File: src/rtl/if_load_ctrl_if.sv
// Bundle of request, interface-FIFO and destination-buffer signals around the load controller.
// The controller side uses the master modport; the environment uses the slave modport.
interface if_load_ctrl_if #(
    parameter int unsigned SPI_WIDTH  = 32,
    parameter int unsigned ADDR_WIDTH = 10
);
    localparam int unsigned NUM_SRC = 5;
    localparam int unsigned CODE_W  = 3;
    localparam int unsigned CFG_W   = 4;

    logic [NUM_SRC-1:0]    load_req;
    logic [NUM_SRC-1:0]    load_done;
    logic                  load_busy;
    logic                  config_ready;
    logic                  config_paulse;
    logic [CFG_W-1:0]      config_data;
    logic                  rd_req;
    logic                  rd_valid;
    logic [SPI_WIDTH-1:0]  rd_data;
    logic                  dst_ready;
    logic                  dst_wr;
    logic [CODE_W-1:0]     dst_sel;
    logic [ADDR_WIDTH-1:0] dst_addr;
    logic [SPI_WIDTH-1:0]  dst_data;
    logic                  err_overrun;

    modport master (
        input  load_req, config_ready, rd_valid, rd_data, dst_ready,
        output load_done, load_busy, config_paulse, config_data, rd_req,
               dst_wr, dst_sel, dst_addr, dst_data, err_overrun
    );

    modport slave (
        output load_req, config_ready, rd_valid, rd_data, dst_ready,
        input  load_done, load_busy, config_paulse, config_data, rd_req,
               dst_wr, dst_sel, dst_addr, dst_data, err_overrun
    );
endinterface

File: src/rtl/if_load_ctrl.sv
// Load controller: arbitrates consumer load requests, issues the interface config pulse,
// and drains returned words through a 4-entry skid buffer into the destination write port.
module if_load_ctrl #(
    parameter int unsigned SPI_WIDTH      = 32,
    parameter int unsigned ADDR_WIDTH     = 10,
    parameter int unsigned RX_WIDTH       = 20,
    parameter int unsigned RD_SIZE_CFG    = 4,
    parameter int unsigned RD_SIZE_ACT    = 256,
    parameter int unsigned RD_SIZE_FLGACT = 32,
    parameter int unsigned RD_SIZE_WEI    = 512,
    parameter int unsigned RD_SIZE_FLGWEI = 64
) (
    input  logic           clk_chip,
    input  logic           reset_chip,
    if_load_ctrl_if.master bus
);
    localparam int unsigned NUM_SRC    = 5;
    localparam int unsigned CODE_W     = 3;
    localparam int unsigned CFG_W      = 4;
    localparam int unsigned SKID_DEPTH = 4;
    localparam int unsigned PTR_W      = 2;
    localparam int unsigned CNT_W      = 3;
    localparam int unsigned LVL_W      = CNT_W + 1;

    typedef enum logic [2:0] {
        S_IDLE,
        S_ISSUE,
        S_RECV,
        S_DRAIN,
        S_DONE
    } state_t;

    state_t                state_q, state_d;
    logic [CODE_W-1:0]     cur_code_q, cur_code_d;
    logic [RX_WIDTH-1:0]   cur_size_q, cur_size_d;
    logic [RX_WIDTH-1:0]   recv_cnt_q, recv_cnt_d;
    logic [NUM_SRC-1:0]    load_done_q, load_done_d;
    logic                  load_busy_q, load_busy_d;
    logic                  config_paulse_q, config_paulse_d;
    logic [CFG_W-1:0]      config_data_q, config_data_d;
    logic                  rd_req_q, rd_req_d;
    logic [ADDR_WIDTH-1:0] dst_addr_q, dst_addr_d;
    logic                  err_overrun_q, err_overrun_d;
    logic [SPI_WIDTH-1:0]  skid_mem_q [SKID_DEPTH];
    logic [SPI_WIDTH-1:0]  skid_mem_d [SKID_DEPTH];
    logic [PTR_W-1:0]      skid_wptr_q, skid_wptr_d;
    logic [PTR_W-1:0]      skid_rptr_q, skid_rptr_d;
    logic [CNT_W-1:0]      skid_cnt_q, skid_cnt_d;

    logic                  grant_found;
    logic [CODE_W-1:0]     grant_code;
    logic [RX_WIDTH-1:0]   grant_size;
    logic                  push;
    logic                  pop;
    logic                  skid_full;
    logic [LVL_W-1:0]      req_level;

    // Lowest set request bit wins; its transfer size comes from the matching parameter.
    always_comb begin
        grant_found = 1'b0;
        grant_code  = '0;
        for (int i = 0; i < NUM_SRC; i++) begin
            if (!grant_found && bus.load_req[i]) begin
                grant_code  = CODE_W'(i);
                grant_found = 1'b1;
            end
        end
        case (grant_code)
            3'd0:    grant_size = RX_WIDTH'(RD_SIZE_CFG);
            3'd1:    grant_size = RX_WIDTH'(RD_SIZE_ACT);
            3'd2:    grant_size = RX_WIDTH'(RD_SIZE_FLGACT);
            3'd3:    grant_size = RX_WIDTH'(RD_SIZE_WEI);
            default: grant_size = RX_WIDTH'(RD_SIZE_FLGWEI);
        endcase
    end

    // Next-state, counters, skid bookkeeping and registered-output decode.
    always_comb begin
        state_d         = state_q;
        cur_code_d      = cur_code_q;
        cur_size_d      = cur_size_q;
        recv_cnt_d      = recv_cnt_q;
        dst_addr_d      = dst_addr_q;
        config_paulse_d = 1'b0;
        skid_mem_d      = skid_mem_q;

        skid_full = (skid_cnt_q == CNT_W'(SKID_DEPTH));
        pop       = (skid_cnt_q != '0) && bus.dst_ready;
        // Words are only taken while a load still expects them and there is room.
        push      = bus.rd_valid && (state_q == S_RECV) && (recv_cnt_q < cur_size_q) && !skid_full;

        err_overrun_d = err_overrun_q | (bus.rd_valid & ~push);

        if (push) begin
            skid_mem_d[skid_wptr_q] = bus.rd_data;
        end
        skid_wptr_d = skid_wptr_q + PTR_W'(push);
        skid_rptr_d = skid_rptr_q + PTR_W'(pop);
        skid_cnt_d  = skid_cnt_q + CNT_W'(push) - CNT_W'(pop);

        if (pop) begin
            dst_addr_d = dst_addr_q + ADDR_WIDTH'(1);
        end

        case (state_q)
            S_IDLE: begin
                if (grant_found) begin
                    cur_code_d = grant_code;
                    cur_size_d = grant_size;
                    recv_cnt_d = '0;
                    dst_addr_d = '0;
                    state_d    = S_ISSUE;
                end
            end
            S_ISSUE: begin
                if (bus.config_ready) begin
                    config_paulse_d = 1'b1;
                    state_d         = S_RECV;
                end
            end
            S_RECV: begin
                if (push) begin
                    recv_cnt_d = recv_cnt_q + RX_WIDTH'(1);
                end
                if (recv_cnt_d >= cur_size_q) begin
                    state_d = S_DRAIN;
                end
            end
            S_DRAIN: begin
                // Skid empty at cycle start means the last write has already gone out.
                if (skid_cnt_q == '0) begin
                    state_d = S_DONE;
                end
            end
            S_DONE: begin
                state_d = S_IDLE;
            end
            default: begin
                state_d = S_IDLE;
            end
        endcase

        load_done_d   = (state_d == S_DONE) ? (NUM_SRC'(1) << cur_code_d) : '0;
        load_busy_d   = (state_d != S_IDLE);
        config_data_d = (state_d != S_IDLE) ? CFG_W'(cur_code_d) : '0;
        // Leave room for the word already in the skid, the one in flight, and one more request.
        req_level     = LVL_W'(skid_cnt_d) + LVL_W'(rd_req_q);
        rd_req_d      = (state_d == S_RECV) && (req_level <= LVL_W'(2));
    end

    always_ff @(posedge clk_chip or posedge reset_chip) begin
        if (reset_chip) begin
            state_q         <= S_IDLE;
            cur_code_q      <= '0;
            cur_size_q      <= '0;
            recv_cnt_q      <= '0;
            load_done_q     <= '0;
            load_busy_q     <= 1'b0;
            config_paulse_q <= 1'b0;
            config_data_q   <= '0;
            rd_req_q        <= 1'b0;
            dst_addr_q      <= '0;
            err_overrun_q   <= 1'b0;
            skid_wptr_q     <= '0;
            skid_rptr_q     <= '0;
            skid_cnt_q      <= '0;
            for (int i = 0; i < SKID_DEPTH; i++) begin
                skid_mem_q[i] <= '0;
            end
        end else begin
            state_q         <= state_d;
            cur_code_q      <= cur_code_d;
            cur_size_q      <= cur_size_d;
            recv_cnt_q      <= recv_cnt_d;
            load_done_q     <= load_done_d;
            load_busy_q     <= load_busy_d;
            config_paulse_q <= config_paulse_d;
            config_data_q   <= config_data_d;
            rd_req_q        <= rd_req_d;
            dst_addr_q      <= dst_addr_d;
            err_overrun_q   <= err_overrun_d;
            skid_wptr_q     <= skid_wptr_d;
            skid_rptr_q     <= skid_rptr_d;
            skid_cnt_q      <= skid_cnt_d;
            for (int i = 0; i < SKID_DEPTH; i++) begin
                skid_mem_q[i] <= skid_mem_d[i];
            end
        end
    end

    assign bus.load_done     = load_done_q;
    assign bus.load_busy     = load_busy_q;
    assign bus.config_paulse = config_paulse_q;
    assign bus.config_data   = config_data_q;
    assign bus.rd_req        = rd_req_q;
    assign bus.dst_sel       = cur_code_q;
    assign bus.dst_addr      = dst_addr_q;
    assign bus.err_overrun   = err_overrun_q;
    // The write port is decoded straight from the skid head so a ready cycle is never wasted.
    assign bus.dst_wr        = pop;
    assign bus.dst_data      = pop ? skid_mem_q[skid_rptr_q] : '0;

endmodule

File: src/flat_wrapper.sv
// flat-port wrapper written by rule: the top's interface ports become plain ports
module if_load_ctrl_flat 
#(
    parameter int unsigned SPI_WIDTH      = 32,
    parameter int unsigned ADDR_WIDTH     = 10,
    parameter int unsigned RX_WIDTH       = 20,
    parameter int unsigned RD_SIZE_CFG    = 4,
    parameter int unsigned RD_SIZE_ACT    = 256,
    parameter int unsigned RD_SIZE_FLGACT = 32,
    parameter int unsigned RD_SIZE_WEI    = 512,
    parameter int unsigned RD_SIZE_FLGWEI = 64
)
  (clk_chip, reset_chip, bus_load_req, bus_config_ready, bus_rd_valid, bus_rd_data, bus_dst_ready, bus_load_done, bus_load_busy, bus_config_paulse, bus_config_data, bus_rd_req, bus_dst_wr, bus_dst_sel, bus_dst_addr, bus_dst_data, bus_err_overrun);
  if_load_ctrl_if #(.SPI_WIDTH(SPI_WIDTH), .ADDR_WIDTH(ADDR_WIDTH)) bus_i ();
  input  logic clk_chip;
  input  logic reset_chip;
  input wire logic [$bits(bus_i.load_req)-1:0] bus_load_req;
  input wire logic [$bits(bus_i.config_ready)-1:0] bus_config_ready;
  input wire logic [$bits(bus_i.rd_valid)-1:0] bus_rd_valid;
  input wire logic [$bits(bus_i.rd_data)-1:0] bus_rd_data;
  input wire logic [$bits(bus_i.dst_ready)-1:0] bus_dst_ready;
  output wire logic [$bits(bus_i.load_done)-1:0] bus_load_done;
  output wire logic [$bits(bus_i.load_busy)-1:0] bus_load_busy;
  output wire logic [$bits(bus_i.config_paulse)-1:0] bus_config_paulse;
  output wire logic [$bits(bus_i.config_data)-1:0] bus_config_data;
  output wire logic [$bits(bus_i.rd_req)-1:0] bus_rd_req;
  output wire logic [$bits(bus_i.dst_wr)-1:0] bus_dst_wr;
  output wire logic [$bits(bus_i.dst_sel)-1:0] bus_dst_sel;
  output wire logic [$bits(bus_i.dst_addr)-1:0] bus_dst_addr;
  output wire logic [$bits(bus_i.dst_data)-1:0] bus_dst_data;
  output wire logic [$bits(bus_i.err_overrun)-1:0] bus_err_overrun;
  assign bus_i.load_req = bus_load_req;
  assign bus_i.config_ready = bus_config_ready;
  assign bus_i.rd_valid = bus_rd_valid;
  assign bus_i.rd_data = bus_rd_data;
  assign bus_i.dst_ready = bus_dst_ready;
  assign bus_load_done = bus_i.load_done;
  assign bus_load_busy = bus_i.load_busy;
  assign bus_config_paulse = bus_i.config_paulse;
  assign bus_config_data = bus_i.config_data;
  assign bus_rd_req = bus_i.rd_req;
  assign bus_dst_wr = bus_i.dst_wr;
  assign bus_dst_sel = bus_i.dst_sel;
  assign bus_dst_addr = bus_i.dst_addr;
  assign bus_dst_data = bus_i.dst_data;
  assign bus_err_overrun = bus_i.err_overrun;
  if_load_ctrl #(.SPI_WIDTH(SPI_WIDTH), .ADDR_WIDTH(ADDR_WIDTH), .RX_WIDTH(RX_WIDTH), .RD_SIZE_CFG(RD_SIZE_CFG), .RD_SIZE_ACT(RD_SIZE_ACT), .RD_SIZE_FLGACT(RD_SIZE_FLGACT), .RD_SIZE_WEI(RD_SIZE_WEI), .RD_SIZE_FLGWEI(RD_SIZE_FLGWEI)) u_core (.clk_chip(clk_chip), .reset_chip(reset_chip), .bus(bus_i));
endmodule
File: config.mk
export PLATFORM = sky130hd
export DESIGN_NAME = if_load_ctrl_flat
export DESIGN_NICKNAME = d
export VERILOG_FILES = /design/src/rtl/if_load_ctrl_if.sv /design/src/rtl/if_load_ctrl.sv /design/src/flat_wrapper.sv
export SDC_FILE = /design/constraint.sdc
export NUM_CORES = 1
export LEC_CHECK = 0
export CORE_ASPECT_RATIO = 1.25
export CORE_MARGIN = 2
export CORE_UTILIZATION = 51
export CTS_BUF_LIST = sky130_fd_sc_hd__clkbuf_4 sky130_fd_sc_hd__clkbuf_8 sky130_fd_sc_hd__clkbuf_16
export CTS_CLUSTER_SIZE = 40
export DETAILED_ROUTE_END_ITERATION = 12
export PLACE_DENSITY_LB_ADDON = 0.3
export SKIP_CTS_REPAIR_TIMING = 1
export SLEW_MARGIN = 20
export SYNTH_ARGS = -nofsm -noshare
export SYNTH_HDL_FRONTEND = slang
export SYNTH_SLANG_ARGS = --single-unit
File: constraint.sdc
create_clock -name clk_chip -period 5.43 [get_ports clk_chip]
set_input_delay 0.8145 -clock clk_chip [delete_from_list [all_inputs] [get_ports clk_chip]]
set_output_delay 0.8145 -clock clk_chip [all_outputs]
set_load 0.01 [all_outputs]
==> out/results.ini <==
[power_and_ir_drop]
finalPower_uw = 5600
intPower_uw = 3840
p_clk_share_pct = 21.5
p_per_area_mw_per_mm2 = 534
p_seq_share_pct = 42.3
share_comb_of_total_power_pct = 36.2
p_sw_share_pct = 31.3
leakagePower_uw = 0.00472
p_sw_uw = 1750
peakVddDrop_mv = 0.292

[timing]
setup-tns-final_ps = 0
worst_slew_pin_slew_ps = 1140
fin_crit_ps = 4150
skew_ps = 9.17
max_freq_mhz = 241
hold_violations = 0
worst_slack_ps = 1280
setup_viol = 0
grt_setup_unrepaired = no
timing.slew.headroom_pct = 23.8
fin_crit_sh_pct = 76.5
slew_viol_final = 0

[synth]
yosysUniqueCellTypes = 59
ys_seq_area_share_pct = 54.2
synthDominantCellAreaShare_pct = 54.2
synth_most_common_cell = dfrtp_1
async_flop_share_pct = 100
synthCells = 639
synthFlopType = dfrtp_1
yosysWarnings = 0
syn_area_mm2 = 0.00868
synth_fp_nets = 699
synth_edf_count = 0
yosysTopAreaCell = dfrtp_1
syn_avg_cell_area_um2 = 13.6
yosys-top-cells-area = dfrtp_1, mux2_2, mux4_2
synth-seq-cells = 188
synth_common_cells = dfrtp_1, mux2_2, and2_1

[global_routing]
overflow = 0
antenna_found_initial = 0
grt_pass1_vias = 5899
grt_pass1_wl_mm = 30.3
grt_max_degree = 107
grt_usage_pct = 21.6

[place]
place.gp.congestion = 0.946
dp_hpwl_mm = 12.3
dp_slack_ps = 978
io_buffers = 99

[setup_path]
r2r_end = u_core.bus.config_data[1]
critPathKind = reg -> reg
crit_path_end_kind = flop
crit_fanout = 12
cp_data_required_time_ps = 5730
startpoint_type = flop
reg2reg_depth = 14
critPathArrivalTime_ps = 4450
rr_startpoint = u_core.recv_cnt_q[5]
r2r_setup_slack_ps = 1280

[floorplanning]
initial_utilization_pct = 51.7
core_area_mm2 = 0.0168
fp.dieH_um = 150
rows = 53
die_area_mm2 = 0.0181
io_pins = 101
fp.dieW_um = 121

[detailed_routing]
drtIter0Drc = 294
routed_via_density = 5.70
ant_nets = 0
drt-total-wl_mm = 18.6
route.vias.total = 5528
drt-pass1-iter-count = 4
wl_per_cell_um = 19.2
drc = 0

[min_path]
min-delay-start = u_core.bus.err_overrun
worstHoldPathCells = 1
min_to = u_core.bus.err_overrun
min_path_type = reg -> reg

[cts]
cts_root_buffer = clkbuf_16
cts_sinks = 188
path_clk_slew_ps = 70
clk_latency_ps = 430
cts_max_path_buffers = 2
cts_buffers = 17
cts_tree = done
cts-htree-levels = 4

[run_status]
outcome = finished, final reports clean

[final_layout]
area_growth_pct = 20.8
fin_nets = 796
drive_above_1_share_pct = 27.9
n_antenna_cell = 0

[job]
drv_cap = 0

kinds of logic after synthesis:
group	after synthesis	share of synthesized area, %
AOI/OAI and AO/OA	47	3.65
xor gates and xnor gates	15	1.51
adders and majority gates	18	2.68
buffers and inverters	48	2.48
DFF	188	54.2
muxes	168	25.8
other	1	0.0432
and+or+nand+nor	154	9.63
power groups by stage:
| stage | Sequential (uW) | Combinational, uW | Clock, uW |
|---|---|---|---|
| after global routing | 2430 | 2190 | 1290 |
| after CTS | 2370 | 2050 | 1230 |
| after floorplan | 2200 | 1470 | 0 |
| after detailed placement | 2390 | 2040 | 0 |
| final | 2370 | 2030 | 1200 |
| after global placement | 2330 | 1960 | 0 |
cells in the final DEF, fill, tap and decap left out, drive strengths merged, types with 2 or more instances in the layout:
master         instances
xnor2                  6
clkinv                 4
nor2b                  3
nand4                  6
nor3b                  3
dfrtp                188
or3                    4
nand3                  9
nor4b                  2
nor3                   8
mux4                  32
o21ai                  9
a31oi                  3
ha                    17
nand2b                 4
and3                   5
buf                   11
a21oi                 15
or4                    2
mux2i                  8
o21a                   2
clkinvlp               4
clkbuf                21
mux2                 128
o41ai                  2
and2                  41
xor2                   9
nor4                   4
a22oi                  2
a21o                   3
clkdlybuf4s50         99
nand2                 30
nor2                  28
a211oi                 2
o2111ai                2
inv                   18
area by class of cell:
class | instances | area, um^2
inverter | 16 | 63.8
timing repair buffer | 110 | 1090
clock buffer | 21 | 468
clock inverter | 11 | 109
tap | 220 | 275
multi-input combinational | 403 | 3780
fill | 1231 | 6290
sequential | 188 | 4710
critical path, stage by stage (launching register included):
cell and delay, ps:
dfrtp_1 450, ha_1 250, or4b_1 490, o41ai_2 250, o2111ai_2 390, inv_2 350
nand4_1 200, xnor2_1 180, ha_1 290, a21oi_1 130, nand4_1 100, a211oi_1 260
o41ai_1 160, nor3_1 430, nor2_1 90
flip-flops by register name, indices dropped and copies added, names as in the netlist, 5 cells and up:
register,cells
u_core.bus.dst_addr,10
u_core.recv_cnt_q,20
u_core.skid_mem_q,128
u_core.cur_size_q,5
u_core.bus.load_done,5
how the worst max path moves through the flow:
stage | startpoint | end | slack [ps] | cells after the start
finish | u_core.recv_cnt_q[5] | u_core.bus.config_data[1] | 1280 | 14
floorplan | u_core.recv_cnt_q[6] | u_core.bus.config_data[0] | 1790 | 14
CTS | u_core.recv_cnt_q[5] | u_core.bus.config_data[1] | 1260 | 14
global route | u_core.recv_cnt_q[5] | u_core.bus.config_data[2] | 970 | 14
global placement | bus_rd_valid | u_core.bus.load_busy | 1070 | 14
detailed placement | bus_rd_valid | u_core.bus.config_data[1] | 980 | 14
through the flow:
step	hold WS, ps	cell area, um^2	util (%)	std cells
detailed placement	460	9910	59.1	937
CTS	471	10500	62.5	969
global placement	464	9910	59.1	937
global route	495	10500	62.5	969
floorplan	453	8690	-	639
finish	482	10500	62.5	969
metal layers:
layer	global-route usage (%)	wire length [um]	part of all wire (%)	vias up
li1	-	-	-	2486
met1	26.5	7700	41	2902
met2	38.5	10000	54	120
met3	4.08	626	3.4	20
met4	6.98	250	1.3	0
met5	0	0	0	-
(Power assumes the default switching activity.)
